<file path="src/rtl/router_src_rx.sv">
// router_src_rx: source-side packet receiver for the router datapath.
//
// Takes header / payload / parity beats from the source, decodes the destination
// channel from the header and forwards each beat to one of N_CH destination FIFOs.
// The FIFO write is registered, so there is one cycle of latency.
// While the addressed FIFO is full, busy holds the source.
// The block checks even parity (XOR of all beats) on the trailing beat.
// Packets whose address is at or above N_CH are consumed silently and flagged with drop.
//
// Header layout: addr = data_in[ADDR_W-1:0], len = data_in[DATA_W-1:ADDR_W].
// After the header come len payload beats and then one parity beat.
//
// Optional feature (macro ROUTER_SRC_TIMEOUT_EN): the block gives up on a packet
// after TIMEOUT_CYC consecutive idle cycles inside it. It then pulses err and returns to IDLE.
// When the macro is undefined, the block waits indefinitely.
//
// Ports:
//   clk        system clock, rising edge
//   resetn     asynchronous active-low reset
//   pkt_valid  source beat valid
//   data_in    source beat
//   fifo_full  per-channel destination FIFO full
//   busy       backpressure to the source (combinational from state and fifo_full)
//   wr_en      registered one-hot FIFO write enable
//   dout       registered beat data to the FIFOs
//   err        one-cycle pulse: parity mismatch or timeout
//   drop       one-cycle pulse: out-of-range packet fully discarded
//   pkt_done   one-cycle pulse: parity beat written

module router_src_rx #(
  parameter int unsigned DATA_W      = 8,
  parameter int unsigned N_CH        = 3,
  parameter int unsigned ADDR_W      = 2,
  parameter int unsigned LEN_W       = DATA_W - ADDR_W,
  parameter int unsigned TIMEOUT_CYC = 16
) (
  input  logic              clk,
  input  logic              resetn,
  input  logic              pkt_valid,
  input  logic [DATA_W-1:0] data_in,
  input  logic [N_CH-1:0]   fifo_full,
  output logic              busy,
  output logic [N_CH-1:0]   wr_en,
  output logic [DATA_W-1:0] dout,
  output logic              err,
  output logic              drop,
  output logic              pkt_done
);

  // Elaboration-time parameter sanity checks.
  if (N_CH < 2 || N_CH > 16) begin : g_bad_n_ch
    $error("router_src_rx: N_CH must be within 2..16");
  end
  if ((1 << ADDR_W) < N_CH) begin : g_bad_addr_w
    $error("router_src_rx: ADDR_W too narrow for N_CH");
  end
  if (LEN_W != DATA_W - ADDR_W) begin : g_bad_len_w
    $error("router_src_rx: LEN_W must equal DATA_W-ADDR_W");
  end
  if (TIMEOUT_CYC < 1) begin : g_bad_timeout
    $error("router_src_rx: TIMEOUT_CYC must be at least 1");
  end

  typedef enum logic [2:0] {
    StIdle,
    StHdrWait,
    StPayload,
    StParity,
    StDrop
  } state_e;

  localparam logic [ADDR_W:0] NChW = (ADDR_W + 1)'(N_CH);

  function automatic logic [N_CH-1:0] ch_onehot(input logic [ADDR_W-1:0] a);
    logic [N_CH-1:0] oh;
    oh = '0;
    for (int unsigned i = 0; i < N_CH; i++) begin
      if (a == ADDR_W'(i)) oh[i] = 1'b1;
    end
    return oh;
  endfunction

  state_e              state_q, state_d;
  logic [ADDR_W-1:0]   dest_q, dest_d;
  logic [LEN_W-1:0]    cnt_q, cnt_d;
  logic [DATA_W-1:0]   acc_q, acc_d;
  logic [DATA_W-1:0]   hdr_q, hdr_d;
  logic [N_CH-1:0]     wr_en_q, wr_en_d;
  logic [DATA_W-1:0]   dout_q, dout_d;
  logic                err_q, err_d;
  logic                drop_q, drop_d;
  logic                done_q, done_d;

  logic [ADDR_W-1:0]   hdr_addr;
  logic [LEN_W-1:0]    hdr_len;
  logic                hdr_addr_ok;
  logic                in_pkt;
  logic                accept;
  logic                wr_beat;
  logic [DATA_W-1:0]   wr_data;
  logic [ADDR_W-1:0]   wr_dest;

  assign hdr_addr    = data_in[ADDR_W-1:0];
  assign hdr_len     = LEN_W'(data_in[DATA_W-1:ADDR_W]);
  assign hdr_addr_ok = {1'b0, hdr_addr} < NChW;

  // busy only exists while a valid destination has been latched.
  assign in_pkt = (state_q == StHdrWait) || (state_q == StPayload) || (state_q == StParity);
  assign busy   = in_pkt && |(fifo_full & ch_onehot(dest_q));
  assign accept = pkt_valid && !busy;

`ifdef ROUTER_SRC_TIMEOUT_EN
  localparam int unsigned TmoW = (TIMEOUT_CYC > 1) ? $clog2(TIMEOUT_CYC) : 1;
  logic [TmoW-1:0] tmo_q, tmo_d;
`endif

  always_comb begin
    state_d = state_q;
    dest_d  = dest_q;
    cnt_d   = cnt_q;
    acc_d   = acc_q;
    hdr_d   = hdr_q;
    wr_en_d = '0;
    dout_d  = dout_q;
    err_d   = 1'b0;
    drop_d  = 1'b0;
    done_d  = 1'b0;
    wr_beat = 1'b0;
    wr_data = data_in;
    wr_dest = dest_q;

    unique case (state_q)
      StIdle: begin
        if (pkt_valid) begin
          dest_d = hdr_addr;
          cnt_d  = hdr_len;
          acc_d  = data_in;
          hdr_d  = data_in;
          if (!hdr_addr_ok) begin
            state_d = StDrop;
          end else if (|(fifo_full & ch_onehot(hdr_addr))) begin
            state_d = StHdrWait;
          end else begin
            wr_beat = 1'b1;
            wr_dest = hdr_addr;
            state_d = (hdr_len == '0) ? StParity : StPayload;
          end
        end
      end

      // Header already accepted and latched.
      // Only the deferred write is pending; data_in is not consumed here.
      StHdrWait: begin
        if (!busy) begin
          wr_beat = 1'b1;
          wr_data = hdr_q;
          state_d = (cnt_q == '0) ? StParity : StPayload;
        end
      end

      StPayload: begin
        if (accept) begin
          wr_beat = 1'b1;
          acc_d   = acc_q ^ data_in;
          cnt_d   = cnt_q - LEN_W'(1);
          if (cnt_q == LEN_W'(1)) state_d = StParity;
        end
      end

      StParity: begin
        if (accept) begin
          wr_beat = 1'b1;
          done_d  = 1'b1;
          err_d   = (data_in != acc_q);
          state_d = StIdle;
        end
      end

      // cnt_q holds len; len payload beats plus the parity beat are swallowed.
      StDrop: begin
        if (pkt_valid) begin
          if (cnt_q == '0) begin
            drop_d  = 1'b1;
            state_d = StIdle;
          end else begin
            cnt_d = cnt_q - LEN_W'(1);
          end
        end
      end

      default: state_d = StIdle;
    endcase

`ifdef ROUTER_SRC_TIMEOUT_EN
    // Count only idle cycles the source is free to fill.
    // Stalls under busy do not count, and neither do cycles in HDR_WAIT.
    tmo_d = '0;
    if ((state_q == StPayload) || (state_q == StParity) || (state_q == StDrop)) begin
      if (!pkt_valid && !busy) begin
        if (tmo_q == TmoW'(TIMEOUT_CYC - 1)) begin
          err_d   = 1'b1;
          state_d = StIdle;
        end else begin
          tmo_d = tmo_q + TmoW'(1);
        end
      end else if (!accept) begin
        tmo_d = tmo_q;
      end
    end
`endif

    if (wr_beat) begin
      wr_en_d = ch_onehot(wr_dest);
      dout_d  = wr_data;
    end
  end

  always_ff @(posedge clk or negedge resetn) begin
    if (!resetn) begin
      state_q <= StIdle;
      dest_q  <= '0;
      cnt_q   <= '0;
      acc_q   <= '0;
      hdr_q   <= '0;
      wr_en_q <= '0;
      dout_q  <= '0;
      err_q   <= 1'b0;
      drop_q  <= 1'b0;
      done_q  <= 1'b0;
    end else begin
      state_q <= state_d;
      dest_q  <= dest_d;
      cnt_q   <= cnt_d;
      acc_q   <= acc_d;
      hdr_q   <= hdr_d;
      wr_en_q <= wr_en_d;
      dout_q  <= dout_d;
      err_q   <= err_d;
      drop_q  <= drop_d;
      done_q  <= done_d;
    end
  end

`ifdef ROUTER_SRC_TIMEOUT_EN
  always_ff @(posedge clk or negedge resetn) begin
    if (!resetn) begin
      tmo_q <= '0;
    end else begin
      tmo_q <= tmo_d;
    end
  end
`endif

  assign wr_en    = wr_en_q;
  assign dout     = dout_q;
  assign err      = err_q;
  assign drop     = drop_q;
  assign pkt_done = done_q;

endmodule

</file>
<file path="config.mk">
export PLATFORM = sky130hd
export DESIGN_NAME = router_src_rx
export DESIGN_NICKNAME = d
export VERILOG_FILES = /design/src/rtl/router_src_rx.sv
export SDC_FILE = /design/constraint.sdc
export NUM_CORES = 1
export LEC_CHECK = 0
export CAP_MARGIN = 20
export CELL_PAD_IN_SITES_DETAIL_PLACEMENT = 1
export CELL_PAD_IN_SITES_GLOBAL_PLACEMENT = 1
export CORE_MARGIN = 2
export CORE_UTILIZATION = 47
export CTS_BUF_LIST = sky130_fd_sc_hd__clkbuf_16
export DETAILED_ROUTE_END_ITERATION = 10
export PLACE_DENSITY_LB_ADDON = 0.1
export SETUP_SLACK_MARGIN = 0.5
export SYNTH_ARGS = -nofsm -noshare
export SYNTH_HDL_FRONTEND = slang
export SYNTH_SLANG_ARGS = --single-unit
export TNS_END_PERCENT = 20
</file>
<file path="constraint.sdc">
create_clock -name clk -period 5.01 [get_ports clk]
set_clock_uncertainty 0.2 [all_clocks]
set_input_delay 1.002 -clock clk [delete_from_list [all_inputs] [get_ports clk]]
set_output_delay 1.002 -clock clk [all_outputs]
set_load 0.1 [all_outputs]
</file>
-- After elaboration in Yosys (flattened, before gate mapping)
Index checks and enable logic that the tools add are counted.
- output and inout port bits: 15
- register bits: 41
- logic and storage cells: 112
- bits in read-only memories: 0
- memories: 0
- memory bits (writable): 0
- latch bits: 0
- input bits: 14
- div/mod/pow operators: 0
- $lt $le $gt $ge: 1
- muxes and demuxes: 57
- equality and inequality tests: 20
- add/subtract/negate cells: 1
- bitwise gates (word level): 3
- multipliers: 0
- shift operators: 0
- reductions and logical operators: 20
- operator list (operator ; number):
    $mux 8 ; 4
    $mux 1 ; 31
    $mux 3 ; 9
    $mux 6 ; 4
    $pmux 6 s3 ; 1
    $pmux 8 s2 ; 1
    $pmux 3 s5 ; 1
    $ne 2x2->1 const B ; 7
    $logic_not 6->1 ; 2
    $mux 2 ; 5
    $ne 8x8->1 ; 1
    $xor 8x8->8 ; 1
    $reduce_and 7->1 ; 1
    $and 3x3->3 ; 2
    $eq 2x1->1 const B ; 3
    $eq 2x2->1 const B ; 3
    $eq 3x2->1 const B ; 2
    $eq 6x1->1 const B ; 1
    $logic_not 2->1 ; 3
    $reduce_or 3->1 ; 2
    $sub 6x1->6 const B ; 1
    $reduce_and 5->1 ; 1
    $eq 3x1->1 const B ; 1
    $eq 3x3->1 const B ; 1
    12 further kinds ; 14

-- Longest topological paths before layout
Gate-level depths: netlist of the first run.
- depth after elaboration: 14
- depth in mapped cells: 6
- mapped depth without buffers: 6

-- Least setup slack after synthesis of the first run
OpenSTA, ideal clock, no wires.
- kind: input to output
- start: input fifo_full[2]
- end: output busy
- buffers on the path: 0
- stages on the path: 3
- required time: 3.808 ns
- data arrival time: 3.355 ns
- setup slack: 0.453 ns
- path through: and3b_1 -> a21oi_1 -> nor3_1
- word-level cells in the longest chain between the ends: 3
- ends and longest elaborated chain (item ; RTL line ; text):
    from (decl) ; 41 ; input logic [N_CH-1:0] fifo_full,
    $and 3x3->3 ; 109 ; assign busy = in_pkt && |(fifo_full & ch_onehot(dest_q));
    $reduce_or 3->1 ; 109 ;
    $logic_and 1x1->1 ; 109 ;
    to (decl) ; 42 ; output logic busy,
No other way between the ends.

-- Worst setup path in the final report of the first run
- start: input fifo_full[0]
- end: output busy
The elaborated chain is that of the path after synthesis.

==> impl.org, run 1 <==
** Outcome
- Outcome :: completed

** CTS
- Buffer cell driving the clock tree root :: clkbuf_16
- Post-cts gate resize count :: 0
- The H-tree generated during clock tree synthesis spans 2 levels.
- Once the clock tree was built, the setup fixing pass inserted 0 buffers.
- Clock latency on the worst-skew pair, taken at its later pin, is 0.28 ns.
- TritonCTS clock tree :: built
- Longest Clk Path Bufs :: 2
- Reg clk slew, reported paths :: 0.06 ns
- Number of buffers inserted during clock tree synthesis :: 5
- Number of hold buffers added after CTS :: 0
- The clock net in this run drives a total of 39 sinks.

** Pwr
- Summed over all nets, the switching power comes to 1.01 mW.
- Power spread over the standard cell area amounts to between 700 and 800 mW/mm^2.
- The analysis attributes to cell leakage a power of 1.13 nW.
- Across the VDD grid, the largest voltage drop is about 410 uV.
- The internal power of the cells totals 1.11 mW.
- The design draws 2.12 mW.
- Clock Power Share :: between 15 and 20%
- Per report_power, the combinational group accounts for approximately 53% of the total.
- Net Sw Frac :: 47.9%
- Portion of total power attributed to sequential cells :: approximately 28%

** Flow run
- The tool flagged a number of max-cap violations equal to 0.

** Timing
- Fin crit period :: 3.67 ns
- Static timing analysis puts the maximum clock frequency at 273 MHz.
- Worst-Margin Slew :: ~0.98 ns
- Unrepaired setup endpoints after global routing :: false
- For the final routed database, the setup TNS stands at 0 ns.
- The final hold violation count came to 0.
- Final worst path period share :: 73.2%
- Setup slack on the critical path of the routed design comes to 1.34 ns.
- Number of slew-limit violations in the final report :: 0
- Minimum hold slack :: about 0.30 ns
- Setup violations remaining at the end of the flow were counted as 0.
- In this run the tightest slew margin relative to its limit is 34.4%.

** Setup path
- The number of cells on the worst reg-to-reg path is 5.
- Type of the setup path with the least slack :: in2out
- The worst setup path is launched from an input pin.
- Critical path fanouts, max :: 5
- CP Launch Point :: fifo_full[0]
- Arrival time reported for the critical path endpoint :: 2.47 ns
- Worst Setup End Kind :: output port
- Worst Setup EP :: busy
- Reg-to-reg endpoint :: dout[7]
- Startpoint of the worst register-to-register path :: state_q[2]
- Data on the critical path is required at its endpoint by approximately 3.8 ns.
- Across all register-to-register paths, the minimum setup slack is about 2.4 ns.

** Synth
- Total nets after synthesis :: 238
- Simple-gate portion of the synthesized area :: roughly 20%
- The synthesized netlist occupies a cell area of 0.00235 mm^2.
- Summing the areas of all compound-gate instances in the mapped netlist gives 18.8% of the synthesized area.
- For this run, the leading register cell type out of synthesis is dfrtp_1.
- Yosys mapped a number of flops with a built-in enable equal to 0.
- Sequential cell area fraction in the yosys report :: 41.6%
- Mean post-synth cell area :: 10.6 um^2
- Counting flops and latches in the post-synthesis netlist gives 39.
- Dominant combinational cell family by area after synthesis :: simple AND/OR/NAND/NOR gates
- In the synthesized netlist, mux cells make up 14.1% of the area.
- Gate count of the mapped netlist :: 222
- In the synthesized netlist the async set-or-reset flop fraction comes to 100%.
- Counting distinct cell types in the post-synthesis netlist gives 53.
- Summing the areas of all fa, ha and maj instances in the mapped netlist gives 1.07% of the synthesized area.
- During synthesis, Yosys emitted a total of 0 warnings.
- The synthesized netlist devotes 0.373% of its cell area to XOR and XNOR gates.

** Cells and area
- Registers take 976 um^2.
- Number of standard cells in the layout, taps in and fillers out :: ~310
- Antenna diode count :: 0
- After the last flow step, the layout net total stands at around 260.
- Relative to the synthesized area, the layout overhead comes to 20.9%.
- The finished cells cover 0.00284 mm^2.
- Cells fill 59.7% of the core in the end.
- In the final layout, the share of cells above drive strength 1 is around 15%.
- Combined area of the multi-input logic cells :: 0.00129 mm^2
- The layout has 530 filler cells.

** Global route
- Via count of the first global-routing pass :: 2,067
- Pin count of the biggest net entering global routing :: 40
- The initial antenna violation count came to 0.
- Grt ovf :: 0
- First-pass GRT wire length :: 10.8 mm
- Global-route total usage across every layer :: roughly a quarter

** Detailed routing
- The routed layout has about 2,000 vias.
- DRC violations left :: 0
- In the final routed layout, each cell accounts on average for between 20 and 25 um.
- First DRT Iteration DRCs :: 115
- Via-to-Cell Ratio :: 6.18
- Post-DRT Antenna Nets :: 0
- Number of iterations in the first detailed-routing pass :: 4
- After detailed routing, the total wire length is 6.58 mm.

** Place
- Half-perimeter wire length after placement :: 4.77 mm
- Final weighted congestion in routability-driven placement :: 0.914
- Count of input and output buffers :: 28
- Total placed instance area :: around 0.0027 mm^2
- Including well taps, the total number of placed cells is 306.
- Prior to clock tree synthesis, the placed netlist has a worst setup slack of 1.35 ns.

** Die
- Row generation in the floorplan step produced 25 rows.
- Die X-Extent :: ~75 um
- The initial utilization of the core area, before any placement, comes to 49.4%.
- Top-Level Pins :: 29
- The die covers 0.00558 mm^2.
- Placeable core region :: 0.00475 mm^2
- From bottom edge to top edge, the die measures between 70 and 80 um.

** Min path
- Path type of the worst min-delay path :: reg2reg
==> area by class of cell <==
cell class / instances / area share, %
Timing Repair Buffer: 29 / 9.87
Multi-Input combinational cell: 165 / 45.4
Tap cell: 67 / 2.95
Clock buffer: 5 / 4.41
Inverter: 6 / 0.793
Sequential cell: 39 / 34.4
Clock inverter: 3 / 2.25
==> synth_stat cells, types with 3 or more instances <==
library cell / count / area [um^2]
o22ai_1: 3 / 18.8
mux2_1: 7 / 78.8
nand2b_1: 19 / 119
nand3_1: 11 / 55.1
nor2_1: 7 / 26.3
and2_1: 3 / 18.8
mux2_2: 17 / 191
inv_1: 6 / 22.5
nor3_1: 7 / 35.0
o21ai_1: 3 / 15.0
dfrtp_1: 39 / 976
o21ai_0: 7 / 35.0
a21oi_1: 6 / 30.0
nor2b_1: 6 / 37.5
and4_1: 4 / 35.0
nand2_1: 5 / 18.8
o221a_1: 3 / 33.8
o221ai_1: 9 / 78.8
mux2i_1: 6 / 60.1
clkbuf_1: 7 / 26.3
==> power by group through the flow <==
stage	clock network [mW]	logic, mW	registers [mW]
6_report	0.410	1.11	0.597
4_1_cts	0.414	1.12	0.596
3_5_place_dp	0	1.11	0.599
3_3_place_gp	0	1.06	0.579
2_1_floorplan	0	0.569	0.868
5_1_grt	0.426	1.18	0.619
==> worst max-delay path, stage by stage <==
cell and delay, ns:
clkdlybuf4s50_1 0.46, mux2_2 0.34, a21oi_1 0.31, nor3_2 0.09, buf_4 0.27
==> metal layers <==
layer | track usage [%] | wire length, um | vias up
li1 | - | - | 896
met1 | 32.6 | 2720 | 985
met2 | 46.6 | 3580 | 50
met3 | 4.15 | 207 | 11
met4 | 6.35 | 77 | 0
met5 | 0 | 0 | -
==> registers in the layout, indices dropped and copies added, names as in the netlist, 3 cells and up <==
register	flops
wr_en	3
cnt_q	6
dout	8
hdr_q	7
acc_q	8
state_q	3
==> kinds of logic after synthesis <==
| group | count (synthesis) |
|---|---|
| simple gates | 77 |
| compound gates | 55 |
| flops | 39 |
| mux | 30 |
| buf+inv | 18 |
| fa+ha+maj | 2 |
| xor+xnor | 1 |
==> how the worst min path moves through the flow <==
stage          startpoint  cells after the start  endpoint  slack (ns)
2_1_floorplan    hdr_q[2]                      1  hdr_q[2]        0.28
3_3_place_gp      dout[6]                      1   dout[6]        0.27
3_5_place_dp      dout[2]                      1   dout[2]        0.29
4_1_cts           dout[2]                      1   dout[2]        0.30
5_1_grt           dout[0]                      1   dout[0]        0.32
6_report          dout[4]                      1   dout[4]        0.30
==> cell usage in the layout (no fill, tap or decap), types with 3 or more instances in the layout <==
cell             instances
dfrtp_1                 39
clkdlybuf4s50_1         26
nand2b_1                19
mux2_2                  17
nand3_1                 11
o221ai_1                 9
inv_1                    7
nor2_1                   7
o21ai_0                  7
mux2_1                   7
a21oi_1                  6
mux2i_1                  6
nor2b_1                  6
nor3_1                   6
nand2_1                  5
clkbuf_16                5
and4_1                   4
o21ai_1                  3
and2_1                   3
o221a_1                  3
o22ai_1                  3
Power figures use the tool's default switching activity.
==> run 2, diff against run 1 <==
Settings changed: CORE_UTILIZATION 47 to 44.
Clock period 5.01 ns to 3.6 ns, I/O delays scaled along.
==> impl.org, run 2 (synthesis results as in run 1) <==
** CTS
- Post-CTS Repair Setup Buffers :: 0 (unchanged)
- The clock latency at the later pin of the worst-skew pair was 0.28 ns (about the same).
- Reg clk slew, reported paths :: 0.06 ns (about the same)
- The cell sitting at the root of the clock tree is a clkbuf_16.
- The total CTS buffers is 5 (unchanged).
- TritonCTS sink count :: 39 (unchanged)
- Number of hold buffers added after CTS :: 0 (unchanged)
- CTS H-tree depth :: 2 (unchanged)
- The maximum clock path buffer count is 2 (unchanged).
- TritonCTS built the clock tree.

** Timing
- Final worst path period share :: 81.3%
- Hold violation count in the final report :: 0 (unchanged)
- Minimum hold slack :: 0.288 ns (-0.0124 ns)
- The slack of the critical path was 0.673 ns (-0.669 ns).
- Setup-failing EPs final :: 0 (unchanged)
- The max-slew violation count was 0 (unchanged).
- Setup repair after global routing left no endpoint under its margin.
- Fin crit period :: 2.93 ns
- The transition at the pin with the smallest max-transition slack is 0.963 ns (-0.0175 ns).
- The tightest slew margin relative to the limit is 35.6% (+1.2 points).
- F_max :: 342 MHz
- Total Neg Setup Slack :: 0 ns (unchanged)

** Min path
- The number of stages on the worst hold path came to 1 (unchanged).
- In this run the most critical hold path is launched from dout[0].
- End of the worst hold path :: dout[0]
- Path type of the worst min-delay path :: reg2reg

** Setup path
- Startpoint of the worst register-to-register path :: cnt_q[0]
- WP data required :: 2.68 ns (-1.13 ns)
- Type of the setup path with the least slack :: in2out
- Arrival time reported for the critical path endpoint :: 2.01 ns (-0.46 ns)
- Critical path launch point type :: input pin
- Cell depth of the worst flop-to-flop path :: 6 (+1)
- Worst Setup End Kind :: output port
- The reg-to-reg setup timing slack was 1.22 ns (-1.15 ns).
- Critical path fanouts, max :: 5 (unchanged)
- The worst register-to-register path ends at cnt_q[0].

** Detailed routing
- The first-pass iteration count of the detailed router was 4 (unchanged).
- The residual DRC count came to 0 (unchanged).
- Via count of the routed design :: 1,900 (-2.2%)
- Via-to-Cell Ratio :: 5.97 (-3.4%)
- Wire length reported by the detailed router :: 6.14 mm (-6.8%)
- First DRT Iteration DRCs :: 111 (-3.5%)
- The routed wirelength normalized by instance count is 19.3 um (-7.9%).
- Post-DRT Antenna Nets :: 0 (unchanged)

** Place
- The final weighted congestion of routability-driven global placement is 0.814 (-11%).
- Count of input and output buffers :: 28 (unchanged)
- Inst Count DP :: 311 (+1.6%)
- Setup slack after placement :: 0.571 ns (-0.778 ns)
- The total half-perimeter wirelength after legalization and detailed placement is 4.33 mm (-9.2%).

** Die
- Height of the die :: 77.0 um (+3.2%)
- The width of the die came to 77.0 um (+3.2%).
- The die footprint came to 0.00594 mm^2 (+6.4%).
- Core Rows :: 26 (+4.0%)
- Initial core utilization :: 45.7% (-3.7 points)
- Placeable core region :: 0.00514 mm^2 (+8.1%)
- Top-Level Pins :: 29 (unchanged)

** Global route
- Via count of the first global-routing pass :: 2,071 (+0.19%)
- Grt ovf :: 0 (unchanged)
- The maximum number of pins on one net before global-route repair was 40 (unchanged).
- First-pass GRT wire length :: 10.6 mm (-2.2%)
- Number of antenna violations at the first check in global routing :: 0 (unchanged)
- The all-layer global routing usage was 22.5% (-3.4 points).

** Cells and area
- Final Core Density :: 54.9% (-4.8 points)
- Compared with the post-synthesis result, the final layout area differs by 20.2%.
- In the layout the commonest cells are 39 x dfrtp_1, 19 x nand2b_1, 17 x mux2_2, 16 x buf_4, 13 x clkdlybuf4s50_1.
- Antenna diode count :: 0 (unchanged)
- Fill cell total of the finished layout :: 569 (+7.4%)
- The library cell used most frequently in the layout, excluding fill and tap cells, is dfrtp_1.
- Number of standard cells in the layout, taps in and fillers out :: 318 (+1.3%)
- Final nets :: 264 (+0.76%)
- The share of post-route cells with drive strength above 1 came to 21.0% (+6.4 points).

** Pwr
- Peak supply drop :: 685 uV (+67%)
- The cell area power density is 1020 mW/mm^2 (+36%).
- Cell leakage power :: 1.14 nW (+1.1%)

** Outcome
- Outcome :: completed

** Flow run
- The max-capacitance violation count came to 0 (unchanged).
[run 2: changes by cell type in the layout (fill, tap and decap cells not counted)]
cell / change
clkinvlp_4: +1
clkdlybuf4s50_1: -13
buf_12: +1
nor3_2: -1
buf_4: +14
inv_1: -1
nor3_4: +1
bufinv_16: -1
a21oi_2: +1
a21oi_1: -1
[run 2: power breakdown]
part	internal, mW	switching, mW
Sequential	0.631	0.195
Combinational	0.522	1.03
Clock	0.323	0.174
[run 2: metal layers]
metal / routed length [um] / GRT usage [%] / part of all wire, %
met5: 0 / 0 / 0
met4: 78 / 6.25 / 1.3
met3: 184 / 3.76 / 3.0
met2: 3180 / 39.6 / 52
met1: 2700 / 28.6 / 44
[run 2: how the worst max path moves through the flow]
stage                       from  endpoint  cells past startpoint
floorplan           fifo_full[2]      busy                      3
global placement    fifo_full[0]      busy                      5
detailed placement  fifo_full[1]      busy                      5
CTS                 fifo_full[0]      busy                      5
global route        fifo_full[0]      busy                      5
finish              fifo_full[1]      busy                      5
[run 2: cell type report]
type	instances	area, um^2	share of cell area, %
timing repair buffer	31	275	9.76
sequential	39	976	34.6
tap	70	87.6	3.10
multi-input combinational	165	1300	46.0
clock buffer	5	125	4.43
inverter	6	22.5	0.798
clock inverter	2	37.5	1.33
[run 2: metrics by stage]
step / area, um^2 / power (mW)
after global routing: 2820 / 3.04
after floorplan: 2360 / 2.01
after CTS: 2820 / 2.89
final: 2820 / 2.87
after detailed placement: 2660 / 2.38
after global placement: 2660 / 2.33
[run 2: worst max-delay path, stage by stage]
cell	delay (ns)
clkdlybuf4s50_1	0.43
mux2_2	0.34
a21oi_2	0.24
nor3_4	0.07
buf_12	0.20
[run 2: repair_timing]
item	4_1_cts	5_1_grt
endpoints found under the setup margin	0	1
gates resized for setup	0	1
endpoints found under the hold margin	0	0
